--- config.mk ---
export PLATFORM = sky130hd
export DESIGN_NAME = run_controller_flat
export DESIGN_NICKNAME = d
export VERILOG_FILES = /design/src/rtl/run_ctrl_pkg.sv /design/src/rtl/run_controller_if.sv /design/src/rtl/run_ctrl_watchdog.sv /design/src/rtl/run_controller.sv /design/src/flat_wrapper.sv
export SDC_FILE = /design/constraint.sdc
export NUM_CORES = 1
export LEC_CHECK = 0
export BUFFER_PORTS_ARGS = -buffer_cell sky130_fd_sc_hd__buf_2
export CAP_MARGIN = 20
export CORE_MARGIN = 10
export CORE_UTILIZATION = 50
export CTS_CLUSTER_DIAMETER = 60
export DETAILED_ROUTE_END_ITERATION = 10
export PLACE_DENSITY = 0.7
export SLEW_MARGIN = 20
export SYNTH_ARGS = -nofsm -noshare
export SYNTH_HDL_FRONTEND = slang
export SYNTH_SLANG_ARGS = --single-unit
--- constraint.sdc ---
create_clock -name clock -period 3.8 [get_ports clock]
set_clock_uncertainty 0.1 [all_clocks]
set_input_delay 0.19 -clock clock [delete_from_list [all_inputs] [get_ports clock]]
set_output_delay 0.19 -clock clock [all_outputs]
set_load 0.02 [all_outputs]
--- src/rtl/run_ctrl_pkg.sv ---
// Shared types for the run controller: state encoding and its width.
package run_ctrl_pkg;

  localparam int STATE_W = 3;

  typedef enum logic [STATE_W-1:0] {
    ST_IDLE      = 3'd0,
    ST_RESET     = 3'd1,
    ST_WAIT_BUSY = 3'd2,
    ST_WAIT_IDLE = 3'd3,
    ST_END       = 3'd4
  } state_t;

endpackage

--- src/rtl/run_controller_if.sv ---
// Control/status bundle between the run controller (master) and the bench/DUT side (slave).
interface run_controller_if #(
  parameter int NUM_CH    = 2,
  parameter int NUM_RUNS  = 1,
  parameter int CNT_WIDTH = 32
);
  import run_ctrl_pkg::*;

  localparam int RUN_IDX_W = $clog2(NUM_RUNS + 1);

  logic                 start;
  logic [NUM_CH-1:0]    ch_mask;
  logic [NUM_CH-1:0]    busy;
  logic                 dut_reset;
  logic                 running;
  logic                 done;
  logic                 pass;
  logic                 timeout;
  logic                 finish;
  logic [RUN_IDX_W-1:0] run_idx;
  logic [CNT_WIDTH-1:0] last_run_cycles;
  logic [STATE_W-1:0]   state;

  modport master (
    input  start, ch_mask, busy,
    output dut_reset, running, done, pass, timeout, finish,
           run_idx, last_run_cycles, state
  );

  modport slave (
    output start, ch_mask, busy,
    input  dut_reset, running, done, pass, timeout, finish,
           run_idx, last_run_cycles, state
  );

endinterface

--- src/rtl/run_ctrl_watchdog.sv ---
// Per-run watchdog: counts enabled cycles since the last clear and flags the limit cycle.
module run_ctrl_watchdog #(
  parameter int CNT_WIDTH      = 32,
  parameter int TIMEOUT_CYCLES = 1000000
) (
  input  logic clock,
  input  logic resetn,
  input  logic clear,
  input  logic enable,
  output logic expired
);

  localparam logic [CNT_WIDTH-1:0] LIMIT = CNT_WIDTH'(TIMEOUT_CYCLES);

  logic [CNT_WIDTH-1:0] count_q, count_d;

  // NOTE: count_d gets a value on every path before any condition, so no latch is inferred.
  always_comb begin
    count_d = count_q;
    if (clear) begin
      count_d = '0;
    end else if (enable && (count_q != LIMIT)) begin
      count_d = count_q + 1'b1;
    end
  end

  // Fires in the TIMEOUT_CYCLES-th enabled cycle so the controller leaves on that edge.
  assign expired = enable && (count_q >= LIMIT - 1'b1);

  // NOTE: state registers use non-blocking assignments so all flops update together.
  always_ff @(posedge clock or negedge resetn) begin
    if (!resetn) begin
      count_q <= '0;
    end else begin
      count_q <= count_d;
    end
  end

endmodule

--- src/rtl/run_controller.sv ---
// Run sequencer: reset -> wait busy -> wait idle, repeated NUM_RUNS times.
// Optional watchdog built when RUN_CTRL_WATCHDOG_EN is defined.
module run_controller
  import run_ctrl_pkg::*;
#(
  parameter int NUM_CH         = 2,
  parameter int RESET_CYCLES   = 4,
  parameter int NUM_RUNS       = 1,
  parameter int CNT_WIDTH      = 32,
  parameter int TIMEOUT_CYCLES = 1000000
) (
  input logic             clock,
  input logic             resetn,
  run_controller_if.master bus
);

  localparam int RUN_IDX_W = $clog2(NUM_RUNS + 1);
  localparam int RST_W     = $clog2(RESET_CYCLES + 1);
  localparam logic [RST_W-1:0] RST_LAST = RST_W'(RESET_CYCLES - 1);

  state_t               state_q, state_d;
  logic [NUM_CH-1:0]    mask_q, mask_d;
  logic [NUM_CH-1:0]    seen_q, seen_d;
  logic [RST_W-1:0]     rst_cnt_q, rst_cnt_d;
  logic [CNT_WIDTH-1:0] run_cnt_q, run_cnt_d;
  logic [RUN_IDX_W-1:0] run_idx_q, run_idx_d;
  logic [CNT_WIDTH-1:0] last_q, last_d;
  logic                 pass_q, pass_d;
  logic                 timeout_q, timeout_d;
  logic                 finish_q, finish_d;
  logic                 dut_reset_q, dut_reset_d;
  logic                 running_q, running_d;
  logic                 done_q, done_d;

  logic                 wd_clear, wd_enable, wd_expired;
  logic [NUM_CH-1:0]    busy_m;
  logic [CNT_WIDTH-1:0] cnt_inc;

  assign busy_m  = bus.busy & mask_q;
  assign cnt_inc = (run_cnt_q == '1) ? run_cnt_q : run_cnt_q + 1'b1;

  always_comb begin
    state_d   = state_q;
    mask_d    = mask_q;
    seen_d    = seen_q;
    rst_cnt_d = rst_cnt_q;
    run_cnt_d = run_cnt_q;
    run_idx_d = run_idx_q;
    last_d    = last_q;
    pass_d    = pass_q;
    timeout_d = timeout_q;
    finish_d  = 1'b0;
    wd_clear  = 1'b0;
    wd_enable = 1'b0;

    unique case (state_q)
      ST_IDLE, ST_END: begin
        if (bus.start) begin
          mask_d    = bus.ch_mask;
          pass_d    = 1'b0;
          timeout_d = 1'b0;
          if (bus.ch_mask == '0) begin
            state_d  = ST_END;
            finish_d = 1'b1;
          end else begin
            run_idx_d = '0;
            rst_cnt_d = '0;
            state_d   = ST_RESET;
          end
        end
      end
      ST_RESET: begin
        seen_d    = '0;
        run_cnt_d = '0;
        wd_clear  = 1'b1;
        if (rst_cnt_q == RST_LAST) state_d = ST_WAIT_BUSY;
        else                       rst_cnt_d = rst_cnt_q + 1'b1;
      end
      ST_WAIT_BUSY: begin
        run_cnt_d = cnt_inc;
        wd_enable = 1'b1;
        seen_d    = seen_q | busy_m;
        if (wd_expired) begin
          last_d    = cnt_inc;
          timeout_d = 1'b1;
          pass_d    = 1'b0;
          finish_d  = 1'b1;
          state_d   = ST_END;
        end else if ((seen_q | busy_m) == mask_q) begin
          state_d = ST_WAIT_IDLE;
        end
      end
      ST_WAIT_IDLE: begin
        run_cnt_d = cnt_inc;
        wd_enable = 1'b1;
        // Completion is checked first so it wins over a same-cycle watchdog expiry.
        if (busy_m == '0) begin
          last_d = cnt_inc;
          if (int'(run_idx_q) + 1 < NUM_RUNS) begin
            run_idx_d = run_idx_q + 1'b1;
            rst_cnt_d = '0;
            state_d   = ST_RESET;
          end else begin
            pass_d   = 1'b1;
            finish_d = 1'b1;
            state_d  = ST_END;
          end
        end else if (wd_expired) begin
          last_d    = cnt_inc;
          timeout_d = 1'b1;
          pass_d    = 1'b0;
          finish_d  = 1'b1;
          state_d   = ST_END;
        end
      end
      default: state_d = ST_IDLE;
    endcase

    dut_reset_d = (state_d != ST_WAIT_BUSY) && (state_d != ST_WAIT_IDLE);
    running_d   = (state_d == ST_RESET) || (state_d == ST_WAIT_BUSY) ||
                  (state_d == ST_WAIT_IDLE);
    done_d      = (state_d == ST_END);
  end

`ifdef RUN_CTRL_WATCHDOG_EN
  run_ctrl_watchdog #(
    .CNT_WIDTH      (CNT_WIDTH),
    .TIMEOUT_CYCLES (TIMEOUT_CYCLES)
  ) u_watchdog (
    .clock   (clock),
    .resetn  (resetn),
    .clear   (wd_clear),
    .enable  (wd_enable),
    .expired (wd_expired)
  );
`else
  logic unused_wd;
  assign wd_expired = 1'b0;
  assign unused_wd  = ^{wd_clear, wd_enable, TIMEOUT_CYCLES};
`endif

  always_ff @(posedge clock or negedge resetn) begin
    if (!resetn) begin
      state_q     <= ST_IDLE;
      mask_q      <= '0;
      seen_q      <= '0;
      rst_cnt_q   <= '0;
      run_cnt_q   <= '0;
      run_idx_q   <= '0;
      last_q      <= '0;
      pass_q      <= 1'b0;
      timeout_q   <= 1'b0;
      finish_q    <= 1'b0;
      dut_reset_q <= 1'b1;
      running_q   <= 1'b0;
      done_q      <= 1'b0;
    end else begin
      state_q     <= state_d;
      mask_q      <= mask_d;
      seen_q      <= seen_d;
      rst_cnt_q   <= rst_cnt_d;
      run_cnt_q   <= run_cnt_d;
      run_idx_q   <= run_idx_d;
      last_q      <= last_d;
      pass_q      <= pass_d;
      timeout_q   <= timeout_d;
      finish_q    <= finish_d;
      dut_reset_q <= dut_reset_d;
      running_q   <= running_d;
      done_q      <= done_d;
    end
  end

  assign bus.state           = state_q;
  assign bus.dut_reset       = dut_reset_q;
  assign bus.running         = running_q;
  assign bus.done            = done_q;
  assign bus.pass            = pass_q;
  assign bus.timeout         = timeout_q;
  assign bus.finish          = finish_q;
  assign bus.run_idx         = run_idx_q;
  assign bus.last_run_cycles = last_q;

endmodule
--- src/flat_wrapper.sv ---
// flat-port wrapper written by rule: the top's interface ports become plain ports
module run_controller_flat import run_ctrl_pkg::*;
#(
  parameter int NUM_CH         = 2,
  parameter int RESET_CYCLES   = 4,
  parameter int NUM_RUNS       = 1,
  parameter int CNT_WIDTH      = 32,
  parameter int TIMEOUT_CYCLES = 1000000
)
  (clock, resetn, bus_start, bus_ch_mask, bus_busy, bus_dut_reset, bus_running, bus_done, bus_pass, bus_timeout, bus_finish, bus_run_idx, bus_last_run_cycles, bus_state);
  run_controller_if #(.NUM_CH(NUM_CH), .NUM_RUNS(NUM_RUNS), .CNT_WIDTH(CNT_WIDTH)) bus_i ();
  input logic clock;
  input logic resetn;
  input wire logic [$bits(bus_i.start)-1:0] bus_start;
  input wire logic [$bits(bus_i.ch_mask)-1:0] bus_ch_mask;
  input wire logic [$bits(bus_i.busy)-1:0] bus_busy;
  output wire logic [$bits(bus_i.dut_reset)-1:0] bus_dut_reset;
  output wire logic [$bits(bus_i.running)-1:0] bus_running;
  output wire logic [$bits(bus_i.done)-1:0] bus_done;
  output wire logic [$bits(bus_i.pass)-1:0] bus_pass;
  output wire logic [$bits(bus_i.timeout)-1:0] bus_timeout;
  output wire logic [$bits(bus_i.finish)-1:0] bus_finish;
  output wire logic [$bits(bus_i.run_idx)-1:0] bus_run_idx;
  output wire logic [$bits(bus_i.last_run_cycles)-1:0] bus_last_run_cycles;
  output wire logic [$bits(bus_i.state)-1:0] bus_state;
  assign bus_i.start = bus_start;
  assign bus_i.ch_mask = bus_ch_mask;
  assign bus_i.busy = bus_busy;
  assign bus_dut_reset = bus_i.dut_reset;
  assign bus_running = bus_i.running;
  assign bus_done = bus_i.done;
  assign bus_pass = bus_i.pass;
  assign bus_timeout = bus_i.timeout;
  assign bus_finish = bus_i.finish;
  assign bus_run_idx = bus_i.run_idx;
  assign bus_last_run_cycles = bus_i.last_run_cycles;
  assign bus_state = bus_i.state;
  run_controller #(.NUM_CH(NUM_CH), .RESET_CYCLES(RESET_CYCLES), .NUM_RUNS(NUM_RUNS), .CNT_WIDTH(CNT_WIDTH), .TIMEOUT_CYCLES(TIMEOUT_CYCLES)) u_core (.clock(clock), .resetn(resetn), .bus(bus_i));
endmodule
* Word level (Yosys, flattened, before mapping)
Cells that the tools add are included.
** Operators by class
- Add/subtract/negate cells :: 4
- Order comparisons :: 1
- Eq/ne operators :: 19
- Muxes and demuxes :: 30
- Bitwise operators :: 2
- Reductions and logical operators :: 17
** Operators with widths (number)
- $pmux W32 S2 :: 1
- $mux W3 :: 11
- $add A32 B1 Y32 const B :: 1
- $eq A32 B32 Y1 const B :: 1
- $lt A32 B2 Y1 const B :: 1
- $mux W32 :: 1
- $eq A3 B2 Y1 const B :: 5
- $pmux W3 S4 :: 1
- $mux W1 :: 11
- $pmux W3 S3 :: 1
- $ne A2 B2 Y1 const B :: 4
- $eq A3 B1 Y1 const B :: 2
- $eq A3 B3 Y1 const B :: 2
- $ne A3 B2 Y1 const B :: 2
- $pmux W1 S2 :: 3
- $reduce_and A6 Y1 :: 1
- $reduce_bool A2 Y1 :: 3
- $reduce_and A5 Y1 :: 1
- $logic_not A2 Y1 :: 2
- $ne A2 B1 Y1 const B :: 2
- $pmux W2 S2 :: 1
- $reduce_and A2 Y1 :: 2
- $reduce_and A4 Y1 :: 1
- $reduce_or A2 Y1 :: 2
- other kinds (10) :: 11
** Storage, ports and cells
- Register bits after elaboration :: 80
- Bits of input ports :: 7
- Output and inout bits :: 42
- Word-level logic and storage cells :: 85

* Depth between registers and ports, before layout
- Depth in word-level cells :: 8
- Depth in mapped cells :: 8

* Least setup slack after synthesis
No wires, ideal clock.
- Path type :: reg2reg
- Start point :: register u_core.run_cnt_q[0]
- End point :: register u_core.last_q[2], in the netlist u_core.bus.last_run_cycles[2]
- Arrival time :: 1.960 ns
- Required time :: 3.605 ns
- Slack :: 1.645 ns
- Stages on the path, launching flop included :: 9
- Cell sequence :: dfrtp_1 -> ha_1 -> and3_1 -> clkbuf_1 -> nand3_1 -> nor3_2 -> buf_2 -> nor2_1 -> o31ai_1
** On the way
- Word-level cells in the longest chain between the ends :: 2
** RTL lines
- start, declared :: RTL line run_controller.sv:25 : logic [CNT_WIDTH-1:0] run_cnt_q, run_cnt_d;
- start signal, assigned :: RTL line run_controller.sv:162 : run_cnt_q <= run_cnt_d;
- $add A32 B1 Y32 / $eq A32 B32 Y1 (equally long branches) :: RTL line run_controller.sv:40 : assign cnt_inc = (run_cnt_q == '1) ? run_cnt_q : run_cnt_q + 1'b1;
- $mux W32 (*) :: RTL line run_controller.sv:40
- end signal, assigned :: RTL line run_controller.sv:164 : last_q <= last_d;
- end, declared :: RTL line run_controller.sv:27 : logic [CNT_WIDTH-1:0] last_q, last_d;
Every way passes the cells marked *; elsewhere a longest branch is shown, timed or not.
A chain may end at the register's enable or synchronous reset.

* Final worst setup path
Same ends and word-level chain as after synthesis.

==> out/qor.txt <==
IO buf count -> 47
Cts bufs inserted -> 9
DRC Markers -> 0
Number of flops mapped to enable cells by yosys -> 0
Initial DRC count -> 272
Critical path's slowest cell -> nor3_2
Die H -> 113 um
Initial core utilization -> 0.519
Post-Synthesis Cell Area -> 4310 sq um
M2 GR Usage -> 0.245
RePlAce Congestion -> 0.838
Seq/Total Area, Yosys -> 0.465
Fin Setup TNS -> 0 ns
Cell leakage power -> 2.09 nW
Pwr dens -> 561 nW/um^2
Final Hold Fails -> 0
Clock sinks -> 80
Routed Antenna Nets -> 0
Largest net degree at the start of global routing -> 81
Status -> completed
Ys async rst share -> 1.00
Max Cap Violations -> 0
WP data arrival -> 2.86 ns
Gates resized, CTS repair -> 0
Top cells by area, synth -> dfrtp_1, a31oi_1, nand2_1, o21ai_0, xnor2_1
Worst IR Drop VDD -> 276 uV
Root Buffer -> clkbuf_8
Met3 usage -> 0.0438
Fraction of layout cells with a size suffix above 1 -> 0.181
Ys Warns -> 0
Tightest Pin Transition -> 0.758 ns
Number of global-route vias before repair -> 3464
Tmin final -> 2.70 ns
Die footprint -> 12700 sq um
Grt peak-use layer -> met2
Final hold slack -> 0.0755 ns
Final setup violation count -> 0
Post-DP HPWL -> 7120 um
Drt first pass iters -> 5
WL per Instance -> 17.1 um
Worst setup EP type -> register
Post-synth top area share -> 0.459
Row cnt -> 33
P&R area growth vs syn -> 12.0%
Req. time, crit path -> 3.96 ns
Crit-path cells -> ha_1 -> and3_1 -> nand3_1 -> nor3_2 -> nor2_1 -> o31ai_1
RSZ-0062 raised after global routing -> no
Max Fclk -> 371 MHz
Deepest clock path buffer count -> 2
Crit Path Category -> register to register
Ys flop type -> dfrtp_1
#FFs+latches synth -> 80
Antenna diodes -> 0
Register clock-pin slew on the reported worst setup and hold paths -> 0.08 ns
Avg Inst Size Synth -> 9.25 sq um
H-tree Lvls -> 3
GRT Residual Overflow -> 0
TritonCTS clock tree -> built
Initial antenna violation count -> 0
Number of buffers inserted by hold repair at cts -> 4
Worst Setup Start Kind -> register
Skew-Pair Late Insertion Delay -> 0.36 ns
GRT Overall Usage -> 0.163
Crit-path max cell delay -> 0.65 ns
Synth area leader -> dfrtp_1
Routed via count -> 3602
Period utilization -> 0.710
Via/cell ratio -> 5.91
Setup Fix Bufs, Post-CTS -> 0
Nets@finish -> 509
Critical Path Fanout Max -> 11
Hold WC Path Type -> input port to register
Die Wd -> 113 um
Yosys cell types -> 59
Final WL -> 10400 um
First-pass GRT wire length -> 17600 um
# IOs -> 49
Core area -> 8300 sq um
Max_slew headroom -> 0.493
Cell count after synthesis -> 466
Global routing usage on met1 -> 0.225
Synthesized Nets -> 476
Pins Over Slew Limit -> 0
cell type report:
class / instances / area [sq um]
timing repair buffer: 56 / 319
clock inverter: 5 / 53.8
sequential: 80 / 2000
inverter: 17 / 63.8
clock buffer: 11 / 141
fill: 728 / 3470
tap: 105 / 131
multi-input combinational: 335 / 2110
routing by layer:
layer / vias up / routed length, um
met1: 1732 / 5060
met5: - / 0
met3: 7 / 579
li1: 1776 / -
met2: 87 / 4670
met4: 0 / 107
worst paths after layout:
path                       cells past startpoint  slack [ns]                        endpoint                           start
max                                            6        1.10   u_core.bus.last_run_cycles[2]             u_core.run_cnt_q[0]
min                                            3        0.08                u_core.seen_q[1]                     bus_busy[1]
max reg2reg                                    6        1.10   u_core.bus.last_run_cycles[2]             u_core.run_cnt_q[0]
min reg2reg                                    2        0.38  u_core.bus.last_run_cycles[16]  u_core.bus.last_run_cycles[16]
max in group asynchronous                      2        2.77             u_core.run_cnt_q[2]                          resetn
min in group asynchronous                      2        0.34  u_core.bus.last_run_cycles[17]                          resetn
placed cells by master (no fill, tap or decap), types with 9 or more instances in the layout:
cell type	count
buf_2	46
nand2_1	49
xnor2_1	18
or3_1	12
nand3_1	21
nand4_1	9
a21oi_1	14
dfrtp_1	79
inv_1	17
o211ai_1	9
o21ai_0	33
a31oi_1	30
o21ai_1	16
clkbuf_8	10
nor2_1	29
sequential cells by signal, indices dropped and copies added (netlist names):
name	flops
u_core.bus.last_run_cycles	32
u_core.run_cnt_q	32
u_core.bus.state	3
u_core.rst_cnt_q	3
u_core.mask_q	2
u_core.seen_q	2
u_core.bus.done	1
u_core.bus.dut_reset	1
u_core.bus.finish	1
u_core.bus.pass	1
u_core.bus.run_idx	1
u_core.bus.running	1
cells by family (layout without fill, tap and decap cells):
logic type      after synthesis  after routing  synth area share
xor+xnor                     19             19            0.0386
simple gates                169            169             0.219
compound gates              137            137             0.206
mux                           6              6            0.0151
fa+ha+maj                     3              3           0.00871
flops                        80             80             0.465
buf+inv                      51             89            0.0464
other cells                   1              1          0.000870
stage by stage:
step	total power, mW	util	setup WS [ns]	cell area [sq um]	cells
finish	2.71	0.582	1.10	4830	609
detailed placement	2.08	0.553	1.15	4590	589
CTS	2.72	0.581	1.16	4820	609
global placement	2.05	0.553	1.35	4590	589
floorplan	1.76	-	1.64	4310	466
global route	2.88	0.582	0.911	4830	609
synth_stat cells, types with 2 or more instances:
cell type  number
mux2_2          4
o211ai_1        9
dfrtp_1        79
nor3_1          8
a21oi_1        14
mux2i_1         2
nand2_1        49
or3_1          12
a41oi_1         2
o21ai_0        33
nor2b_1         3
o31ai_1         6
o21a_1          3
a311oi_1        2
and3_1          5
nor4_4          2
a21o_1          2
or2_2           3
ha_1            3
and4_1          4
a31oi_1        30
nand4_1         9
or4_1           7
o2111ai_1       2
buf_2           4
o22ai_1         3
nand3_1        22
nand2b_1        3
xnor2_1        18
nor2_1         29
nand3_2         3
clkbuf_1       28
a22o_1          5
inv_1          17
or4_4           2
o21ai_1        16
where the power goes:
group / switching (mW) / internal, mW / leakage [nW]
combinational: 0.634 / 0.326 / 0.912
clock: 0.316 / 0.321 / 0.103
sequential: 0.117 / 0.991 / 1.08
total: 1.07 / 1.64 / 2.09
worst max-delay path: cells and delay by family, from the launching register on:
| family | cells | cell delay, ns |
|---|---|---|
| AND/OR/NAND/NOR | 4 | 1.50 |
| flip-flops | 1 | 0.46 |
| adder cells (fa/ha/maj) | 1 | 0.27 |
| AO/OA/AOI/OAI | 1 | 0.26 |
Note: power is estimated with default switching activity, not from simulation.
